**config.mk**
```make
export PLATFORM = sky130hd
export DESIGN_NAME = la_trigger_capture
export DESIGN_NICKNAME = d
export VERILOG_FILES = /design/src/rtl/la_trigger_capture.sv
export SDC_FILE = /design/constraint.sdc
export NUM_CORES = 2
export LEC_CHECK = 0
export ABC_AREA = 1
export ABC_CLOCK_PERIOD_IN_PS = 6900
export CORE_AREA = 2 2 474 359
export CTS_BUF_LIST = sky130_fd_sc_hd__clkbuf_16
export DETAILED_ROUTE_END_ITERATION = 8
export DIE_AREA = 0 0 476 361
export HOLD_SLACK_MARGIN = 0.1
export PLACE_DENSITY = 0.76
export SLEW_MARGIN = 20
export SYNTH_ARGS = -nofsm -noshare
export SYNTH_HDL_FRONTEND = slang
export SYNTH_SLANG_ARGS = --single-unit
```
**constraint.sdc**
```tcl
create_clock -name clk -period 6.9 [get_ports clk]
set_input_delay 1.38 -clock clk [delete_from_list [all_inputs] [get_ports clk]]
set_output_delay 1.38 -clock clk [all_outputs]
set_load 0.01 [all_outputs]
```
**src/rtl/la_trigger_capture.sv**
```systemverilog
// Logic-analyser capture front end: synchronised, rate-divided sampling with an
// edge/pattern trigger and a pre-trigger history FIFO streamed over valid/ready.
module la_trigger_capture #(
  parameter int CH_NUM    = 8,
  parameter int PRE_DEPTH = 256,
  parameter int CNT_W     = 32,
  parameter int DIV_W     = 4,
  localparam int CH_W     = (CH_NUM > 1) ? $clog2(CH_NUM) : 1,
  localparam int AW       = (PRE_DEPTH > 1) ? $clog2(PRE_DEPTH) : 1,
  localparam int PW       = AW + 1
) (
  input  logic              clk,
  input  logic              rst_n,
  input  logic [CH_NUM-1:0] din,
  input  logic [DIV_W-1:0]  cfg_div,
  input  logic [2:0]        cfg_trig_mode,
  input  logic [CH_W-1:0]   cfg_trig_ch,
  input  logic [CH_NUM-1:0] cfg_pat_mask,
  input  logic [CH_NUM-1:0] cfg_pat_val,
  input  logic [PW-1:0]     cfg_pre_num,
  input  logic [CNT_W-1:0]  cfg_post_num,
  input  logic              start,
  input  logic              abort,
  output logic [CH_NUM-1:0] out_data,
  output logic              out_valid,
  input  logic              out_ready,
  output logic              out_last,
  output logic              busy,
  output logic              triggered,
  output logic              overflow,
  output logic              done
);

  typedef enum logic [1:0] {IDLE, PRETRIG, CAPTURE, DRAIN} state_t;

  localparam logic [PW-1:0] PRE_MAX  = PW'(PRE_DEPTH - 1);
  localparam logic [PW-1:0] FULL_CNT = PW'(PRE_DEPTH);

  state_t state_reg, state_next;

  logic [CH_NUM-1:0] din_meta_reg, din_sync_reg;
  logic [DIV_W-1:0]  div_cnt_reg;
  logic [DIV_W-1:0]  div_lat_reg;
  logic [2:0]        mode_lat_reg;
  logic [CH_W-1:0]   ch_lat_reg;
  logic [CH_NUM-1:0] mask_lat_reg, val_lat_reg;
  logic [PW-1:0]     pre_lat_reg;
  logic [CNT_W-1:0]  post_lat_reg;
  logic [CNT_W-1:0]  post_cnt_reg;
  logic [CH_NUM-1:0] prev_reg;
  logic              first_reg;
  logic              triggered_reg, overflow_reg, done_reg;

  logic [CH_NUM-1:0] mem [PRE_DEPTH];
  logic [CH_NUM-1:0] rd_q_reg;
  logic [AW-1:0]     wr_ptr_reg, rd_ptr_reg, wr_ptr_next, rd_ptr_next;
  logic [PW-1:0]     count_reg, count_next;

  logic active, tick, fire, full, pop_out, pop;
  logic wr_en, discard, start_cap, trig_now, post_inc, drop, finish, flush;

  always_ff @(posedge clk or negedge rst_n) begin
    if (!rst_n) begin
      din_meta_reg <= '0;
      din_sync_reg <= '0;
    end else begin
      din_meta_reg <= din;
      din_sync_reg <= din_meta_reg;
    end
  end

  assign active    = (state_reg == PRETRIG) || (state_reg == CAPTURE);
  assign tick      = active && (div_cnt_reg == div_lat_reg);
  assign full      = (count_reg == FULL_CNT);
  assign out_valid = (count_reg != '0) && ((state_reg == CAPTURE) || (state_reg == DRAIN));
  assign pop_out   = out_valid && out_ready;
  assign pop       = pop_out || discard;

  // Edge modes compare against the previous tick's sample, so they are masked on the first tick.
  always_comb begin
    fire = 1'b1;
    case (mode_lat_reg)
      3'd1: fire = !first_reg && !prev_reg[ch_lat_reg] && din_sync_reg[ch_lat_reg];
      3'd2: fire = !first_reg && prev_reg[ch_lat_reg] && !din_sync_reg[ch_lat_reg];
      3'd3: fire = !first_reg && (prev_reg[ch_lat_reg] ^ din_sync_reg[ch_lat_reg]);
      3'd4: fire = ((din_sync_reg ^ val_lat_reg) & mask_lat_reg) == '0;
      default: fire = 1'b1;
    endcase
  end

  always_comb begin
    state_next = state_reg;
    wr_en      = 1'b0;
    discard    = 1'b0;
    start_cap  = 1'b0;
    trig_now   = 1'b0;
    post_inc   = 1'b0;
    drop       = 1'b0;
    finish     = 1'b0;
    flush      = 1'b0;
    if (abort) begin
      state_next = IDLE;
      flush      = 1'b1;
    end else begin
      case (state_reg)
        IDLE: begin
          if (start) begin
            state_next = PRETRIG;
            start_cap  = 1'b1;
            flush      = 1'b1;
          end
        end
        PRETRIG: begin
          if (tick) begin
            if (fire) begin
              wr_en      = 1'b1;
              trig_now   = 1'b1;
              state_next = (post_lat_reg == CNT_W'(1)) ? DRAIN : CAPTURE;
            end else if (pre_lat_reg != '0) begin
              wr_en   = 1'b1;
              discard = (count_reg == pre_lat_reg);
            end
          end
        end
        CAPTURE: begin
          if (tick) begin
            post_inc = 1'b1;
            if (full) drop = 1'b1;
            else      wr_en = 1'b1;
            if (post_cnt_reg + CNT_W'(1) == post_lat_reg) state_next = DRAIN;
          end
        end
        DRAIN: begin
          if ((count_reg == '0) || ((count_reg == PW'(1)) && pop_out)) begin
            state_next = IDLE;
            finish     = 1'b1;
          end
        end
        default: state_next = IDLE;
      endcase
    end
  end

  always_ff @(posedge clk or negedge rst_n) begin
    if (!rst_n) state_reg <= IDLE;
    else        state_reg <= state_next;
  end

  always_ff @(posedge clk or negedge rst_n) begin
    if (!rst_n) begin
      div_lat_reg  <= '0;
      mode_lat_reg <= '0;
      ch_lat_reg   <= '0;
      mask_lat_reg <= '0;
      val_lat_reg  <= '0;
      pre_lat_reg  <= '0;
      post_lat_reg <= '0;
    end else if (start_cap) begin
      div_lat_reg  <= cfg_div;
      mode_lat_reg <= cfg_trig_mode;
      ch_lat_reg   <= cfg_trig_ch;
      mask_lat_reg <= cfg_pat_mask;
      val_lat_reg  <= cfg_pat_val;
      pre_lat_reg  <= (cfg_pre_num > PRE_MAX) ? PRE_MAX : cfg_pre_num;
      post_lat_reg <= (cfg_post_num == '0) ? CNT_W'(1) : cfg_post_num;
    end
  end

  always_ff @(posedge clk or negedge rst_n) begin
    if (!rst_n) begin
      div_cnt_reg   <= '0;
      post_cnt_reg  <= '0;
      prev_reg      <= '0;
      first_reg     <= 1'b0;
      triggered_reg <= 1'b0;
      overflow_reg  <= 1'b0;
      done_reg      <= 1'b0;
    end else begin
      done_reg <= finish;
      if (start_cap || tick) div_cnt_reg <= '0;
      else if (active)       div_cnt_reg <= div_cnt_reg + DIV_W'(1);
      if (start_cap) begin
        post_cnt_reg  <= '0;
        first_reg     <= 1'b1;
        triggered_reg <= 1'b0;
        overflow_reg  <= 1'b0;
      end else begin
        if (tick) begin
          prev_reg  <= din_sync_reg;
          first_reg <= 1'b0;
        end
        if (trig_now)      post_cnt_reg <= CNT_W'(1);
        else if (post_inc) post_cnt_reg <= post_cnt_reg + CNT_W'(1);
        if (trig_now) triggered_reg <= 1'b1;
        if (drop)     overflow_reg  <= 1'b1;
      end
    end
  end

  always_comb begin
    if (flush) begin
      wr_ptr_next = '0;
      rd_ptr_next = '0;
      count_next  = '0;
    end else begin
      wr_ptr_next = wr_ptr_reg + AW'(wr_en);
      rd_ptr_next = rd_ptr_reg + AW'(pop);
      count_next  = count_reg + PW'(wr_en) - PW'(pop);
    end
  end

  always_ff @(posedge clk or negedge rst_n) begin
    if (!rst_n) begin
      wr_ptr_reg <= '0;
      rd_ptr_reg <= '0;
      count_reg  <= '0;
    end else begin
      wr_ptr_reg <= wr_ptr_next;
      rd_ptr_reg <= rd_ptr_next;
      count_reg  <= count_next;
    end
  end

  always_ff @(posedge clk) begin
    if (wr_en) mem[wr_ptr_reg] <= din_sync_reg;
  end

  // Registered read of the next head; a write landing on that slot is forwarded so an empty FIFO shows it at once.
  always_ff @(posedge clk or negedge rst_n) begin
    if (!rst_n)                                 rd_q_reg <= '0;
    else if (wr_en && (wr_ptr_reg == rd_ptr_next)) rd_q_reg <= din_sync_reg;
    else                                        rd_q_reg <= mem[rd_ptr_next];
  end

  assign out_data  = rd_q_reg;
  assign out_last  = (state_reg == DRAIN) && (count_reg == PW'(1));
  assign busy      = (state_reg != IDLE);
  assign triggered = triggered_reg;
  assign overflow  = overflow_reg;
  assign done      = done_reg;

endmodule
```
## After elaboration in Yosys (flattened, before gate mapping)

Memories as Yosys holds them, arrays and structs flattened. A register that Yosys moved wholly into a read port is not among the register bits.
Cells that the tools add are included.

- $add $sub $neg: 6
- Order comparisons: 2
- Equal/unequal tests: 19
- Multiplexer cells: 62
- Bitwise logic cells: 4
- Reductions and logical operators: 33

Operators by type and width:

| operator | count |
|---|---|
| two-way mux 32 bit | 4 |
| two-way mux 1 bit | 40 |
| adder 32 x 1 -> 32 bit, second input constant | 1 |
| equality test 32 x 1 -> 1 bit, second input constant | 1 |
| equality test 32 bit | 1 |
| zero test 32 bit | 1 |
| two-way mux 9 bit | 2 |
| nonzero test 9 bit | 2 |
| adder 8 x 1 -> 8 bit | 2 |
| two-way mux 8 bit | 2 |
| two-way mux 2 bit | 7 |
| != test 3 bit, second input constant | 4 |
| logical AND 1 bit | 10 |
| nonzero test 2 bit | 5 |
| adder 9 x 1 -> 9 bit | 1 |
| equality test 9 x 1 -> 1 bit, second input constant | 1 |
| equality test 9 bit | 1 |
| equality test 9 bit, second input constant | 1 |
| > comparator 9 x 8 -> 1 bit, second input constant | 1 |
| zero test 9 bit | 1 |
| subtractor 9 x 1 -> 9 bit | 1 |
| bitwise AND 8 bit | 1 |
| zero test 8 bit | 1 |
| two-way mux 4 bit | 2 |
| other kinds (22) | 33 |

- Register bits after elaboration: 158
- Memory bits (writable): 2048
- Output and inout bits: 14
- Logic and storage cells: 147
- Memories: 1

Memories:

| memory | depth | bits a word | rd ports | clocked after memory_dff | write ports | RTL line | source |
|---|---|---|---|---|---|---|---|
| mem | 256 | 8 | 1 | 1 | 1 | 54 | `logic [CH_NUM-1:0] mem [PRE_DEPTH];` |

## Logic depth before layout (Yosys ltp)

- Depth in word-level cells: 13
- Mapped depth: 31

## Least setup slack after synthesis

Ideal clock, no wire load.

- Kind: register -> register
- From: register din_sync_reg[4]
- To: register count_reg[8]
- Library setup time: 118 ps
- Arrival time: 6259 ps
- Data required time: 6782 ps
- Setup slack: 523 ps
- Stages on the path, launching flop included: 28
- Buffers on the path: 0
- Cells stage by stage: dfrtp_1 inv_1 o21ai_0 a21oi_1 nor2_1 nand2_1 o21ai_1 nand2_1 nand2_1 nand3_2 and2_1 nand3_1 nand2_1 ha_1 inv_1 ha_1 fa_1 nand2_1 nand2_1 a21oi_1 nor2_1 nor2_1 o21ai_0 nand2_1 nand2_1 a21oi_1 xor2_1 nor2_1

- Word-level cells in the longest chain between the ends: 12
- Elaborated cells on any way between the ends: 23

Ends and longest elaborated chain:

| what | RTL line | source |
|---|---|---|
| start, declared | 41 | `logic [CH_NUM-1:0] din_meta_reg, din_sync_reg;` |
| start signal, assigned | 68 | `din_sync_reg <= din_meta_reg;` |
| binary-select mux 1 bit (select 3 bit) | 83, 84, 85 |  |
| two-way mux 1 bit (not written as such) | 83, 84, 85 |  |
| XOR 1 bit / zero test 1 bit (equally long branches) | 85, 84 |  |
| logical AND 1 bit, on equally long branches | 85, 84 |  |
| case mux 1 bit (4 select lines) (*) | 82 | `case (mode_lat_reg)` |
| two-way mux 1 bit | 115 | `if (fire) begin` |
| two-way mux 1 bit | 114 | `if (tick) begin` |
| case mux 1 bit (2 select lines) / two-way mux 1 bit (equally long branches) | 105 | `case (state_reg)` |
| two-way mux 1 bit | 101 | `if (abort) begin` |
| adder 9 x 1 -> 9 bit / logical OR 1 bit (equally long branches) | 208, 77 |  |
| subtractor 9 x 1 -> 9 bit (*) | 208 | `count_next = count_reg + PW'(wr_en) - PW'(pop);` |
| two-way mux 9 bit (*) | 201 | `if (flush) begin` |
| named net count_next[8] | 57 | `logic [PW-1:0] count_reg, count_next;` |
| end signal, assigned | 220 | `count_reg <= count_next;` |
| end, declared | 57 |  |

The timed path passes the listed nets; every way through them passes the cells marked *. The select of a mux whose other input is x is not followed.
A chain may end at the register's enable or synchronous reset.

## Worst setup path after layout

- From: register din_sync_reg[6]
- To: register rd_q_reg[2], in the netlist out_data[2] (read register of mem)

- Word-level cells in the longest chain between the ends: 12
- Elaborated cells on any way between the ends: 18

Ends and longest elaborated chain:

| what | RTL line | source |
|---|---|---|
| binary-select mux 1 bit (select 3 bit) | 83, 84, 85 |  |
| two-way mux 1 bit (not written as such) | 83, 84, 85 |  |
| XOR 1 bit / zero test 1 bit (equally long branches) | 85, 84 |  |
| logical AND 1 bit, on equally long branches | 85, 84 |  |
| case mux 1 bit (4 select lines) (*) | 82 |  |
| two-way mux 1 bit (*) | 115 |  |
| two-way mux 1 bit (*) | 114 |  |
| two-way mux 1 bit (*) | 105 |  |
| two-way mux 1 bit (*) | 101 |  |
| logical OR 1 bit (*) | 77 | `assign pop = pop_out \|\| discard;` |
| adder 8 x 1 -> 8 bit (*) | 207 | `rd_ptr_next = rd_ptr_reg + AW'(pop);` |
| two-way mux 8 bit (*) | 201 |  |
| end, declared | 55 | `logic [CH_NUM-1:0] rd_q_reg;` |

Every way passes the cells marked *; elsewhere a longest branch is shown, timed or not. The select of a mux whose other input is x is not followed.

==> results.toml <==
[run_status]
status = "completed"

[global_routing]
grt_pass1_wl_um = 377000
grt_overflow = 0
grt_usage_pct = 28.9
grt_max_degree = 236
antenna_found_initial = 6
grt_pass1_vias = 61000

[floorplanning]
fp.dieH_um = 361
coreArea_um2 = 167000
fp.dieW_um = 476
rows = 130
io_pins = 94
start_util_pct = 56.8
dieArea_um2 = 172000

[pwr]
power_density_nw_per_um2 = 280
power_leakage_uw = 0.0379
ir_drop_v = 0.000301

[finish]
area_delta_synth_final_pct = 10.6
largest_register_ffs = 2048
finalNetCount = 8265
fin_area_um2 = 105000
drive_above_1_share_pct = 10.2

[sta]
finalHoldViolCount = 0
setup_tns_ns = 0
rsz0062_at_grt = "no"
slew_headroom_pct = 21.0
finalSetupViolCount = 0
skew_ns = 0.0461
max_freq_ghz = 0.178
drv_slew = 0
fin_crit_ns = 5.63
worst-slew-pin-transition_ns = 1.18
period_share_pct = 81.6

[cts]
cts_resized = 0
cts_made_buffers = 197
ctsHoldBuffers = 0
clk_latency_ns = 0.87
cts_tree = "yes"
cts.path.max_buffers = 3
ctsHtreeMaxLevel = 4
cts_num_sinks = 2214
post_cts_buffers = 0
path_clk_slew_ns = 0.07
cts_root_buffer = "clkbuf_16"

[detailed_routing]
via_per_inst = 6.10
post-route-drc-count = 0
drt_iter0_markers = 9361
postRouteAntennaNets = 0
wl_um = 251000
routedWlPerCell_um = 23.7
detailroute.via_count = 64500
drt-pass1-iter-count = 7

[placement]
io_buffers = 93
gp_congestion = 0.958
hpwl_um = 146000
place_area_um2 = 98200

[synthesis]
syn-mean-instance-area_um2 = 11.6
ys_ff_latch = 2214
yosysSeqAreaShare_pct = 69.3
syn-cell-area_um2 = 94700
synth-edff-count = 2048
synth_nets = 8305
async_flop_share_pct = 7.50
yosys_warnings = 0
syn-instance-count = 8202
synth_flop_cell = "edfxtp_1"
synth.distinct_cells = 48

[run]
drv_cap = 0

[critical_path]
crit_required_ns = 7.63
startpoint_type = "register"
critPathSlowestCell = "dfrtp_4"
crit_path_end_kind = "register"
max_stage_delay_ns = 0.76
crit_family = "simple AND/OR/NAND/NOR gates"
crit_type = "reg -> reg"
cp_data_arrival_time_ns = 6.36
path_buf_inv = 3
crit_top_cell = "nand2_1"
crit_fanout = 57

[min_path]
hp-class = "reg -> reg"
==> metrics by stage <==
stage | setup WS [ns] | power [uW] | hold WS (ns) | utilization, % | cells
after floorplan | 0.523 | 17500 | 0.331 | - | 8202
after global placement | 0.752 | 18500 | 0.336 | 58.8 | 10200
after detailed placement | 0.729 | 18600 | 0.335 | 58.9 | 10200
after CTS | 1.41 | 29300 | 0.349 | 62.7 | 10600
after global routing | 1.02 | 30200 | 0.362 | 62.8 | 10600
final | 1.27 | 29300 | 0.347 | 62.8 | 10600
==> layer usage <==
metal	wire length (um)	global-route usage, %	vias up
met2	111000	42.5	3937
met4	8220	9.49	4
met3	32000	7.48	537
met1	99100	42.3	31300
met5	24	0	-
li1	-	-	28800
==> Yosys cell counts, types with 3 or more instances <==
master	number	area (um2)
a21oi_1	42	210
buf_1	50	188
buf_2	236	1180
buf_4	23	173
buf_6	3	33.8
clkbuf_1	202	758
clkinv_1	4	15.0
dfrtp_1	166	4150
edfxtp_1	2048	61500
ha_1	22	275
inv_1	800	3000
inv_2	6	22.5
mux2_2	6	67.6
nand2_1	1540	5780
nand2_2	7	43.8
nand3_1	1114	5580
nand3_2	3	30.0
nand3_4	7	123
nand4_1	22	138
nor2_1	350	1310
nor2_2	3	18.8
nor3_1	69	345
nor4_1	13	81.3
o211ai_1	681	5110
o21ai_0	326	1630
o21ai_1	46	230
o21bai_1	5	37.5
o22ai_1	3	18.8
or2_1	71	444
or2_2	284	1780
xnor2_1	4	35.0
xor2_1	21	184
==> power breakdown <==
group	internal (uW)	switching (uW)
Sequential	14900	262
Clock	6030	4950
Combinational	975	2180
==> kinds of logic (layout without fill, tap and decap cells) <==
| group | count (synthesis) | count (layout) | synth area share (%) |
|---|---|---|---|
| AND/OR/NAND/NOR | 3495 | 3495 | 16.6 |
| flip-flops | 2214 | 2214 | 69.3 |
| buffers and inverters | 1325 | 1449 | 5.69 |
| AO/OA/AOI/OAI | 1113 | 1113 | 7.73 |
| XOR/XNOR | 26 | 26 | 0.255 |
| adder cells (fa/ha/maj) | 23 | 23 | 0.312 |
| multiplexers | 6 | 6 | 0.0713 |
| other | 0 | 2 | 0 |
==> worst paths after layout <==
check                      slack [ns]       startpoint  depth (start not counted)                to
max in group asynchronous        4.68            rst_n                          2   din_sync_reg[0]
min in group asynchronous        0.64            rst_n                          1  post_lat_reg[31]
max                              1.27  din_sync_reg[6]                         29       out_data[2]
min reg2reg                      0.35  din_meta_reg[4]                          0   din_sync_reg[4]
min                              0.35  din_meta_reg[4]                          0   din_sync_reg[4]
max reg2reg                      1.27  din_sync_reg[6]                         29       out_data[2]
==> final cells by class <==
| class | count | area [um2] |
|---|---|---|
| Multi-Input combinational cell | 4663 | 24000 |
| Antenna cell | 2 | 5.00 |
| Tap cell | 2244 | 2810 |
| Clock buffer | 199 | 4980 |
| Sequential cell | 2214 | 65700 |
| Inverter | 810 | 3070 |
| Timing Repair Buffer | 276 | 2790 |
| Clock inverter | 164 | 1400 |
| Fill cell | 12300 | 62000 |
==> cell usage in the layout (no fill, tap or decap), types with 29 or more instances in the layout <==
cell type	netlist	final
or2_2	284	284
nor2_1	350	349
buf_12	1	39
clkinv_1	4	48
nand2_1	1540	1540
o211ai_1	681	681
or2_1	71	71
a21oi_1	42	42
clkdlybuf4s50_1	0	92
nand3_1	1114	1109
inv_1	800	842
buf_4	23	144
clkbuf_16	0	199
o21ai_1	46	46
nor3_2	0	52
dfrtp_1	166	158
o21ai_0	326	326
edfxtp_1	2048	2048
clkinv_2	0	29
Power figures use the tool's default switching activity.
